$ cat src/rtl/fifo_pkg.sv
// Shared types and helpers for the Gray-pointer FIFO controller.
package fifo_pkg;

  localparam int PKG_ADDR_W = 4;
  localparam int DEPTH      = 2 ** PKG_ADDR_W;

  typedef logic [PKG_ADDR_W:0]   ptr_t;
  typedef logic [PKG_ADDR_W-1:0] addr_t;

  // Works for any pointer up to 32 bits; callers size-cast the result back down.
  function automatic logic [31:0] bin2gray(input logic [31:0] b);
    return b ^ (b >> 1);
  endfunction

endpackage

$ cat src/rtl/fifo_gray_ptr_ctrl_gray_ptr.sv
// One Gray-coded pointer register, stepped by +1 in the binary domain.
module gray_ptr
  import fifo_pkg::*;
#(
  parameter int SIZE = 5
) (
  input  logic            clk,
  input  logic            rst,
  input  logic            i_inc,
  output logic [SIZE-1:0] o_gray,
  output logic [SIZE-1:0] o_bin
);

  logic [SIZE-1:0] r_gray;
  logic [SIZE-1:0] w_bin;
  logic [SIZE-1:0] w_binNext;

  function automatic logic [SIZE-1:0] gray2bin(input logic [SIZE-1:0] g);
    logic [SIZE-1:0] b;
    b[SIZE-1] = g[SIZE-1];
    for (int i = SIZE - 2; i >= 0; i--) begin
      b[i] = b[i+1] ^ g[i];
    end
    return b;
  endfunction

  assign w_bin     = gray2bin(r_gray);
  assign w_binNext = w_bin + SIZE'(1);

  always_ff @(posedge clk) begin
    if (rst) begin
      r_gray <= '0;
    end else if (i_inc) begin
      r_gray <= SIZE'(bin2gray(32'(w_binNext)));
    end
  end

  assign o_gray = r_gray;
  assign o_bin  = w_bin;

endmodule

$ cat src/rtl/fifo_gray_ptr_ctrl.sv
// Single-clock FIFO pointer controller with Gray pointers exported for later CDC use.
// Define FIFO_CTRL_ALMOST_EN to add the almost_full / almost_empty threshold flags.
module fifo_gray_ptr_ctrl
  import fifo_pkg::*;
#(
  parameter int ADDR_W    = PKG_ADDR_W,
  parameter int AF_THRESH = 2 ** ADDR_W - 1,
  parameter int AE_THRESH = 1
) (
  input  logic              clk,
  input  logic              rst,
  input  logic              wr_req,
  input  logic              rd_req,
  output logic              wr_en,
  output logic              rd_en,
  output logic [ADDR_W-1:0] waddr,
  output logic [ADDR_W-1:0] raddr,
  output logic [ADDR_W:0]   wptr_gray,
  output logic [ADDR_W:0]   rptr_gray,
  output logic              full,
  output logic              empty,
  output logic [ADDR_W:0]   count,
  output logic              overflow,
  output logic              underflow
`ifdef FIFO_CTRL_ALMOST_EN
  ,
  output logic              almost_full,
  output logic              almost_empty
`endif
);

  logic [ADDR_W:0] w_wGray;
  logic [ADDR_W:0] w_rGray;
  logic [ADDR_W:0] w_wBin;
  logic [ADDR_W:0] w_rBin;
  logic            w_full;
  logic            w_empty;
  logic            r_overflow;
  logic            r_underflow;

  gray_ptr #(.SIZE(ADDR_W + 1)) u_wptr (
    .clk    (clk),
    .rst    (rst),
    .i_inc  (wr_en),
    .o_gray (w_wGray),
    .o_bin  (w_wBin)
  );

  gray_ptr #(.SIZE(ADDR_W + 1)) u_rptr (
    .clk    (clk),
    .rst    (rst),
    .i_inc  (rd_en),
    .o_gray (w_rGray),
    .o_bin  (w_rBin)
  );

  // Full in Gray: top two bits inverted, rest equal (write is one lap ahead).
  assign w_empty = (w_wGray == w_rGray);
  assign w_full  = (w_wGray == (w_rGray ^ {2'b11, {(ADDR_W - 1){1'b0}}}));

  assign wr_en     = wr_req & ~w_full;
  assign rd_en     = rd_req & ~w_empty;
  assign full      = w_full;
  assign empty     = w_empty;
  assign count     = w_wBin - w_rBin;
  assign waddr     = w_wBin[ADDR_W-1:0];
  assign raddr     = w_rBin[ADDR_W-1:0];
  assign wptr_gray = w_wGray;
  assign rptr_gray = w_rGray;

  always_ff @(posedge clk) begin
    if (rst) begin
      r_overflow  <= 1'b0;
      r_underflow <= 1'b0;
    end else begin
      if (wr_req && w_full) r_overflow <= 1'b1;
      if (rd_req && w_empty) r_underflow <= 1'b1;
    end
  end

  assign overflow  = r_overflow;
  assign underflow = r_underflow;

`ifdef FIFO_CTRL_ALMOST_EN
  assign almost_full  = (count >= (ADDR_W + 1)'(AF_THRESH));
  assign almost_empty = (count <= (ADDR_W + 1)'(AE_THRESH));
`endif

endmodule

$ cat config.mk
export PLATFORM = sky130hd
export DESIGN_NAME = fifo_gray_ptr_ctrl
export DESIGN_NICKNAME = d
export VERILOG_FILES = /design/src/rtl/fifo_pkg.sv /design/src/rtl/fifo_gray_ptr_ctrl_gray_ptr.sv /design/src/rtl/fifo_gray_ptr_ctrl.sv
export SDC_FILE = /design/constraint.sdc
export NUM_CORES = 1
export LEC_CHECK = 0
export ABC_AREA = 1
export CAP_MARGIN = 30
export CELL_PAD_IN_SITES_DETAIL_PLACEMENT = 2
export CELL_PAD_IN_SITES_GLOBAL_PLACEMENT = 2
export CORE_MARGIN = 4
export CORE_UTILIZATION = 21
export DETAILED_ROUTE_END_ITERATION = 8
export GPL_TIMING_DRIVEN = 0
export PLACE_DENSITY_LB_ADDON = 0.1
export SYNTH_ARGS = -nofsm -noshare
export SYNTH_HDL_FRONTEND = slang
export SYNTH_HIERARCHICAL = 1
export SYNTH_SLANG_ARGS = --single-unit
$ cat constraint.sdc
create_clock -name clk -period 3.05 [get_ports clk]
set_input_delay 0.61 -clock clk [delete_from_list [all_inputs] [get_ports clk]]
set_output_delay 0.61 -clock clk [all_outputs]
set_load 0.03 [all_outputs]
## Word-level counts from Yosys, hierarchy flattened

Index checks and enable logic that the tools add are counted.

- Bits in registers: 12
- Input bits: 4
- Output and inout bits: 29
- Word-level logic and storage cells: 26

- Add/subtract/negate cells: 3
- Equal/unequal tests: 2
- Bitwise logic cells: 15
- Reduce and logical (&&, ||, !) cells: 2

Operators by type and width:

| operator | count |
|---|---|
| adder 5 x 1 -> 5 bit (second input constant) | 2 |
| == test 5 bit | 2 |
| bitwise XOR 5 x 4 -> 5 bit | 2 |
| bitwise XOR 1 bit | 8 |
| subtractor 5 bit | 1 |
| bitwise AND 1 bit | 2 |
| logical AND 1 bit | 2 |
| NOT 1 bit | 2 |
| NOT 2 bit | 1 |

## Longest topological paths before layout

Gate-level depths: netlist of the first run.

- Word-level depth: 6
- Gate-level depth with buffers: 16
- Depth with buffers taken out: 16

## Cells and area by module

Netlist of the first run, hierarchy kept.

By module, submodules not included:

| module | instances | cells each | area an instance (um2) | seq. area each (um2) |
|---|---|---|---|---|
| gray_ptr | 2 | 60 | 369.1 | 100.1 |
| fifo_gray_ptr_ctrl | 1 | 65 | 385.4 | 40.0 |

## Worst setup path before layout of the first run

Ideal clock, no wire load.

- Path kind: register -> output
- Start point: register u_rptr.r_gray[3], in the netlist u_rptr/o_gray[3]
- End point: output port count[4]
- Arrival time: 3953 ps
- Required time: 2440 ps
- Setup slack: -1513 ps
- Stages on the path, launching flop included: 16
- Path buffers: 0
- Cells stage by stage: dfxtp_1 > inv_2 > nand2_1 > nand2_1 > ha_1 > inv_1 > ha_1 > inv_1 > ha_1 > inv_1 > ha_1 > inv_1 > fa_1 > nand3_1 > nand2_1 > xor2_1

- Cells in the longest elaborated chain, start to end: 5

RTL lines:

| item | line | RTL |
|---|---|---|
| start, declared | fifo_gray_ptr_ctrl_gray_ptr.sv:14 | `logic [SIZE-1:0] r_gray;` |
| start signal, assigned | fifo_gray_ptr_ctrl_gray_ptr.sv:34 | `r_gray <= SIZE'(bin2gray(32'(w_binNext)));` |
| bitwise XOR 1 bit | fifo_gray_ptr_ctrl_gray_ptr.sv:22 | `b[i] = b[i+1] ^ g[i];` |
| via raddr[3] | fifo_gray_ptr_ctrl.sv:17 | `output logic [ADDR_W-1:0] raddr,` |
| bitwise XOR 1 bit | fifo_gray_ptr_ctrl_gray_ptr.sv:22 |  |
| via raddr[2] | fifo_gray_ptr_ctrl.sv:17 |  |
| bitwise XOR 1 bit | fifo_gray_ptr_ctrl_gray_ptr.sv:22 |  |
| via raddr[1] | fifo_gray_ptr_ctrl.sv:17 |  |
| bitwise XOR 1 bit | fifo_gray_ptr_ctrl_gray_ptr.sv:22 |  |
| via raddr[0] | fifo_gray_ptr_ctrl.sv:17 |  |
| subtractor 5 bit | fifo_gray_ptr_ctrl.sv:65 | `assign count = w_wBin - w_rBin;` |
| end, declared | fifo_gray_ptr_ctrl.sv:22 | `output logic [ADDR_W:0] count,` |

The timed path passes the listed nets, and every way through them passes these cells.

## Final worst setup path of the first run

- Start point: register u_wptr.r_gray[3], in the netlist u_wptr/o_gray[3]
- End point: output port count[4]

- Cells in the longest elaborated chain, start to end: 5

RTL lines:

| item | line |
|---|---|
| start, declared | fifo_gray_ptr_ctrl_gray_ptr.sv:14 |
| start signal, assigned | fifo_gray_ptr_ctrl_gray_ptr.sv:34 |
| bitwise XOR 1 bit * | fifo_gray_ptr_ctrl_gray_ptr.sv:22 |
| bitwise XOR 1 bit (3 in a row) | fifo_gray_ptr_ctrl_gray_ptr.sv:22 |
| subtractor 5 bit * | fifo_gray_ptr_ctrl.sv:65 |

Mark *: on every way between the ends. The rest lies on a longest branch, timed or not.

==> key figures, run 1 <==
Worst setup path
  – WP data required: 2.44 ns
  – Crit-path max FO: 4
  – Crit path DAT: 2.86 ns
  – Kind of critical path: reg -> out
  – Critical path's largest stage delay: 0.39 ns
  – Worst setup EP type: output port
  – Worst-path cell with the longest stage delay: dfxtp_4
  – CP Cell Sequence: inv_4, nand2_4, nand2_4, ha_4, inv_8, ha_4, clkinvlp_4, ha_4, inv_6, inv_4, ha_4, inv_4, fa_2, nand3_2, nand2_4, xor2_4, buf_6
  – Crit start category: flop
  – CP most frequent cell: ha_4

Placement
  – PortBufs: 32
  – Dpl hpwl: 3310 um
  – Placed Cells: 287
  – RePlAce Congestion: 0.800

Synth
  – Synth cell types: 19
  – Seq/Total Area, Yosys: 21.4%
  – Syn Std Cell Area: 1120 um2
  – Mean Syn Cell Area: 6.07 um2
  – Mapped Nets: 200
  – Number of synthesized register bits: 12
  – Cell count after synthesis: 185
  – Synth Warn #: 6

Job
  – Max-Cap Viols: 0

Timing
  – Final setup vio count: 4
  – Final Hold Fails: 0
  – Part of the cycle the worst path needs: 114%
  – Slew @ Worst Pin: 0.528 ns
  – Max Fclk: 288 MHz
  – Fin. max-slew vios: 0
  – Final Critical Period: 3.47 ns
  – Setup WS post-layout: -0.423 ns
  – Relative slew slack: 64.5%
  – RSZ-0062 raised after global routing: yes
  – Clk_skew: 0.00445 ns

GRT
  – Vias in the first global route: 1482
  – Tot GR Track Use: 13.9%
  – First-pass GRT wire length: 7070 um
  – Initial antenna violation count: 0
  – Largest net degree at the start of global routing: 10
  – Gr ovfl total: 0

Clock network
  – H-tree depth: 1
  – Number of CTS-inserted buffers: 3
  – CTS max path bufs: 2
  – Later-pin clock latency in the skew report: 0.24 ns
  – Clock Tree Root: clkbuf_8
  – Clock sinks: 12
  – CTS tree: done
  – CTS clk-pin slew, worst paths: 0.06 ns
  – Cts hold-fix bufs: 0

Final layout
  – Syn-to-layout area delta: 76.2%
  – Most frequent cells in the layout: 48 x nand2_1, 34 x inv_1, 24 x clkdlybuf4s50_1, 21 x buf_4
  – Commonest non-fill, non-tap cell in the layout: nand2_1
  – Diode count: 0
  – Post-layout util: 38.5%
  – Final #Nets: 256
  – Share of layout cells above drive strength 1: 31.7%
  – Fin cells: 310

Detailed routing
  – Drt first-iter violations: 39
  – DRT antenna net count: 0
  – Via Count: 1342
  – Via density per instance: 4.33
  – Drt first pass iters: 4
  – Residual DRC count: 0
  – Drt total wl: 4350 um
  – Per-cell routed wire length: 14.0 um

Floorplan
  – Die H: 81.1 um
  – I/O Pins: 33
  – Die W: 81.1 um
  – Starting Density: 21.9%
  – Core Area: 5140 um2
  – FP Rows: 26
  – Die area: 6580 um2

Status
  – Status: complete, but fails checks
  – Failing checks: negative setup slack

Pwr
  – Leakage power total: 0.905 nW
  – Largest vdd supply drop: 0.00145 V
  – Overall power: 2.57 mW
  – PwrDens: 1300 nW/um2

Min path
  – Min-delay worst type: reg -> reg
cells by family after synthesis:
kind of cell / share of synthesized area [%]
buffers and inverters: 17.0
AO/OA/AOI/OAI: 10.4
XOR/XNOR: 4.68
AND/OR/NAND/NOR: 33.6
adder cells (fa/ha/maj): 12.9
flip-flops: 21.4
critical path: cells and delay by family, from the launching register on:
kind,cells,cell delay [ns]
adders and majority gates,5,1.33
and+or+nand+nor,4,0.28
DFF,1,0.39
buffers and inverters,7,0.45
xor gates and xnor gates,1,0.16
layer usage:
metal / GRT usage (%) / vias to the layer above / wire [um]
met5: 0 / - / 0
met4: 3.72 / 0 / 62
met3: 2.44 / 6 / 135
met2: 25.2 / 26 / 2270
met1: 16.9 / 635 / 1880
li1: - / 675 / -
final cells by class:
type	count	area, um2
Inverter	47	210
Fill cell	622	3160
Tap cell	70	87.6
Sequential cell	12	255
Buffer	2	15.0
Multi-Input combinational cell	124	893
Timing Repair Buffer	51	463
Clock buffer	4	55.1
path summary, 6_finish.rpt:
path                                       from                             to  slack (ns)  depth (start not counted)
setup / recovery  u_wptr/o_gray[3]$_SDFFE_PP0P_                       count[4]       -0.42                         17
hold reg to reg           overflow$_SDFFE_PP0P_          overflow$_SDFFE_PP0P_        0.45                          2
hold / removal            overflow$_SDFFE_PP0P_          overflow$_SDFFE_PP0P_        0.45                          2
setup reg to reg  u_wptr/o_gray[3]$_SDFFE_PP0P_  u_wptr/o_gray[3]$_SDFFE_PP0P_        0.76                         17
per-stage QoR:
step                TNS, ns  area, um2  setup slack, ns  hold WS (ns)
finish                -1.22       1980           -0.423         0.453
global route          -1.73       1980           -0.547         0.483
CTS                   -1.24       1940           -0.468         0.461
detailed placement    -4.00       1690            -1.04         0.454
global placement      -3.39       1690           -0.929         0.443
floorplan             -1.56       1280           -0.501         0.569
power breakdown:
| part | internal [mW] | total (mW) | switching, mW |
|---|---|---|---|
| clock | 0.114 | 0.176 | 0.0615 |
| combinational | 0.918 | 2.16 | 1.25 |
| sequential | 0.187 | 0.232 | 0.0448 |
| total | 1.22 | 2.57 | 1.35 |
synthesized netlist by cell type (all sizes together):
master,number,area [um2]
a21oi,13,68.8
fa,1,20.0
o21ai,6,30.0
nand3b,2,15.0
nand2,56,215
nand3,16,90.1
inv,47,176
xnor2,2,17.5
ha,10,125
nor3,2,20.0
dfxtp,12,240
xor2,4,35.0
buf,2,15.0
a311oi,2,17.5
nor2,10,37.5
what timing repair did:
action,CTS,global route
gates resized for setup,52,5
endpoints found under the setup margin,10,5
pin swaps,8,5
endpoints found under the hold margin,0,0
buffers inserted,16,3
No activity file was read; power rests on OpenSTA's default activity.
==> inputs of run 2 (changes only) <==
CORE_MARGIN = not set   (was 4)
==> run 2 against run 1 <==
The run still ends with negative setup slack left; cell count grew 0.97%; register-to-register slack got worse by 0.11 ns; highest routed layer unchanged; critical endpoint unchanged; critical path depth did not move.
==> key figures, run 2 (same netlist as run 1, synthesis figures left out) <==
Timing
  – Slew @ Worst Pin: 0.497 ns (-0.0305 ns)
  – Final setup vio count: 4 (unchanged)
  – Final Critical Period: 3.46 ns (-0.0174 ns)
  – RSZ-0062 raised after global routing: yes
  – Clk_skew: 0.000967 ns (-0.00348 ns)
  – Fin. max-slew vios: 0 (unchanged)
  – Part of the cycle the worst path needs: 113% (-0.57 points)
  – Max Fclk: 289 MHz (+0.50%)
  – Relative slew slack: 66.6% (+2.1 points)
  – Final Hold Fails: 0 (unchanged)
  – Setup WS post-layout: -0.406 ns (+0.0174 ns)
  – Setup TNS: -1.14 ns (+0.0759 ns)

Placement
  – Dpl hpwl: 3230 um (-2.5%)
  – PortBufs: 32 (unchanged)
  – RePlAce Congestion: 0.752 (-5.9%)

Floorplan
  – Die area: 5650 um2 (-14%)
  – Die H: 75.1 um (-7.4%)
  – Core Area: 5140 um2 (unchanged)
  – I/O Pins: 33 (unchanged)
  – FP Rows: 26 (unchanged)
  – Starting Density: 21.9% (unchanged)
  – Die W: 75.1 um (-7.4%)

Final layout
  – Final #Nets: 259 (+1.2%)
  – Post-layout util: 38.8% (+0.27 points)
  – Diode count: 0 (unchanged)
  – Layout fillers: 631 (+1.4%)
  – Syn-to-layout area delta: 77.4%
  – Most frequent cells in the layout: 48 x nand2_1, 33 x inv_1, 23 x clkdlybuf4s50_1, 22 x buf_4
  – Share of layout cells above drive strength 1: 32.9% (+1.3 points)
  – Commonest non-fill, non-tap cell in the layout: nand2_1

Worst setup path
  – Critical path's largest stage delay: 0.39 ns (about the same)
  – Worst flop-to-flop path startpoint: u_rptr/o_gray[4]$_SDFFE_PP0P_
  – Crit start category: flop
  – Worst r2r path cells: 18 (+1)
  – R2R Setup Slk: 0.65 ns (-0.11 ns)
  – WP data required: 2.44 ns (about the same)
  – CP most frequent cell: ha_4
  – R2r endpoint: u_rptr/o_gray[3]$_SDFFE_PP0P_
  – Worst-path cell with the longest stage delay: dfxtp_4
  – Kind of critical path: reg -> out
  – Crit-path max FO: 4 (unchanged)
  – Worst setup EP type: output port
  – Crit path DAT: 2.85 ns (about the same)
  – CP Cell Sequence: inv_4, nand2_4, nand2_4, ha_4, inv_8, ha_4, clkinvlp_4, ha_4, inv_6, inv_4, ha_4, inv_4, fa_2, nand3_2, nand2_4, xor2_4, buf_6

Pwr
  – PwrDens: 1310 nW/um2 (+0.63%)
  – Largest vdd supply drop: 0.00101 V (-30%)
  – Leakage power total: 0.926 nW (+2.4%)

GRT
  – First-pass GRT wire length: 7150 um (+1.2%)
  – Tot GR Track Use: 17.0% (+3.1 points)
  – Vias in the first global route: 1477 (-0.34%)
  – Largest net degree at the start of global routing: 10 (unchanged)
  – Initial antenna violation count: 0 (unchanged)
  – Gr ovfl total: 0 (unchanged)

Clock network
  – CTS max path bufs: 2 (unchanged)
  – Clock Tree Root: clkbuf_8
  – CTS tree: done
  – H-tree depth: 1 (unchanged)
  – Clock sinks: 12 (unchanged)
  – Number of CTS-inserted buffers: 3 (unchanged)
  – CTS clk-pin slew, worst paths: 0.06 ns (about the same)
  – Later-pin clock latency in the skew report: 0.25 ns (about the same)

Detailed routing
  – DRT antenna net count: 0 (unchanged)
  – Drt first-iter violations: 26 (-33%)
  – Drt first pass iters: 4 (unchanged)
  – Drt total wl: 4210 um (-3.2%)
  – Via Count: 1366 (+1.8%)
  – Via density per instance: 4.36 (+0.81%)
  – Residual DRC count: 0 (unchanged)
  – Per-cell routed wire length: 13.5 um (-4.1%)

Min path
  – Hold EP: overflow$_SDFFE_PP0P_
  – Min-delay worst type: reg -> reg
  – Hold depth: 2 (unchanged)
  – Min-delay src: overflow$_SDFFE_PP0P_

Status
  – Failing checks: negative setup slack
  – Status: complete, but fails checks

Job
  – Max-Cap Viols: 0 (unchanged)
==> run 2: changes by cell type in the layout (fill, tap and decap cells not counted), sizes merged <==
cell / change
dlygate4sd2: -1
buf: +3
dlymetal6s2s: +1
clkdlybuf4s50: -1
clkbuf: +1
==> run 2: worst max path at each step <==
| stage | from | endpoint | slack (ns) | cells after the start |
|---|---|---|---|---|
| global placement | u_rptr/o_gray[4]$_SDFFE_PP0P_ | count[4] | -0.93 | 16 |
| finish | u_wptr/o_gray[3]$_SDFFE_PP0P_ | count[4] | -0.41 | 17 |
| CTS | u_wptr/o_gray[3]$_SDFFE_PP0P_ | count[4] | -0.49 | 17 |
| global route | u_wptr/o_gray[3]$_SDFFE_PP0P_ | count[4] | -0.51 | 17 |
| floorplan | u_wptr/o_gray[3]$_SDFFE_PP0P_ | count[4] | -0.50 | 16 |
| detailed placement | u_rptr/o_gray[4]$_SDFFE_PP0P_ | count[4] | -0.99 | 16 |
==> run 2: what timing repair did <==
| item | 4_1_cts | 5_1_grt |
|---|---|---|
| hold buffers | 0 | 0 |
| endpoints found under the setup margin | 10 | 8 |
| resized for setup | 54 | 7 |
| setup buffers | 20 | 2 |
| pin swaps | 10 | 3 |
==> run 2: cell type report <==
cell class              count  area [um2]  share of cell area [%]
multi-input cells         124         881                    44.2
repair buffers             54         492                    24.7
clock buffers               4        55.1                    2.76
flip-flops and latches     12         255                    12.8
inverters                  47         208                    10.4
plain buffers               2        15.0                   0.753
well taps                  70        87.6                    4.39
==> run 2: critical path: cells and delay by family (launching register included) <==
family                   cells  cell delay, ns
XOR/XNOR                     1            0.15
adder cells (fa/ha/maj)      5            1.33
flip-flops                   1            0.39
buffers and inverters        7            0.44
AND/OR/NAND/NOR              4            0.29
==> run 2: routing by layer <==
layer	global-route usage, %	vias up	wire [um]
li1	-	678	-
met1	20.6	660	1790
met2	32.2	23	2270
met3	2.14	5	109
met4	3.09	0	44
met5	0	-	0
==> run 2: metrics by stage <==
step	power, mW	setup slack [ns]	cells	hold slack, ns	area (um2)
floorplan	1.52	-0.501	185	0.569	1280
CTS	2.62	-0.490	311	0.461	1980
global placement	2.08	-0.926	287	0.443	1690
global route	2.80	-0.514	313	0.474	1990
detailed placement	2.14	-0.995	287	0.453	1690
finish	2.61	-0.406	313	0.454	1990
==> run 2: power breakdown <==
group | internal, mW | switching [mW] | total (mW)
Sequential | 0.187 | 0.0449 | 0.232
Combinational | 0.950 | 1.25 | 2.20
Clock | 0.114 | 0.0645 | 0.179
Total | 1.25 | 1.36 | 2.61
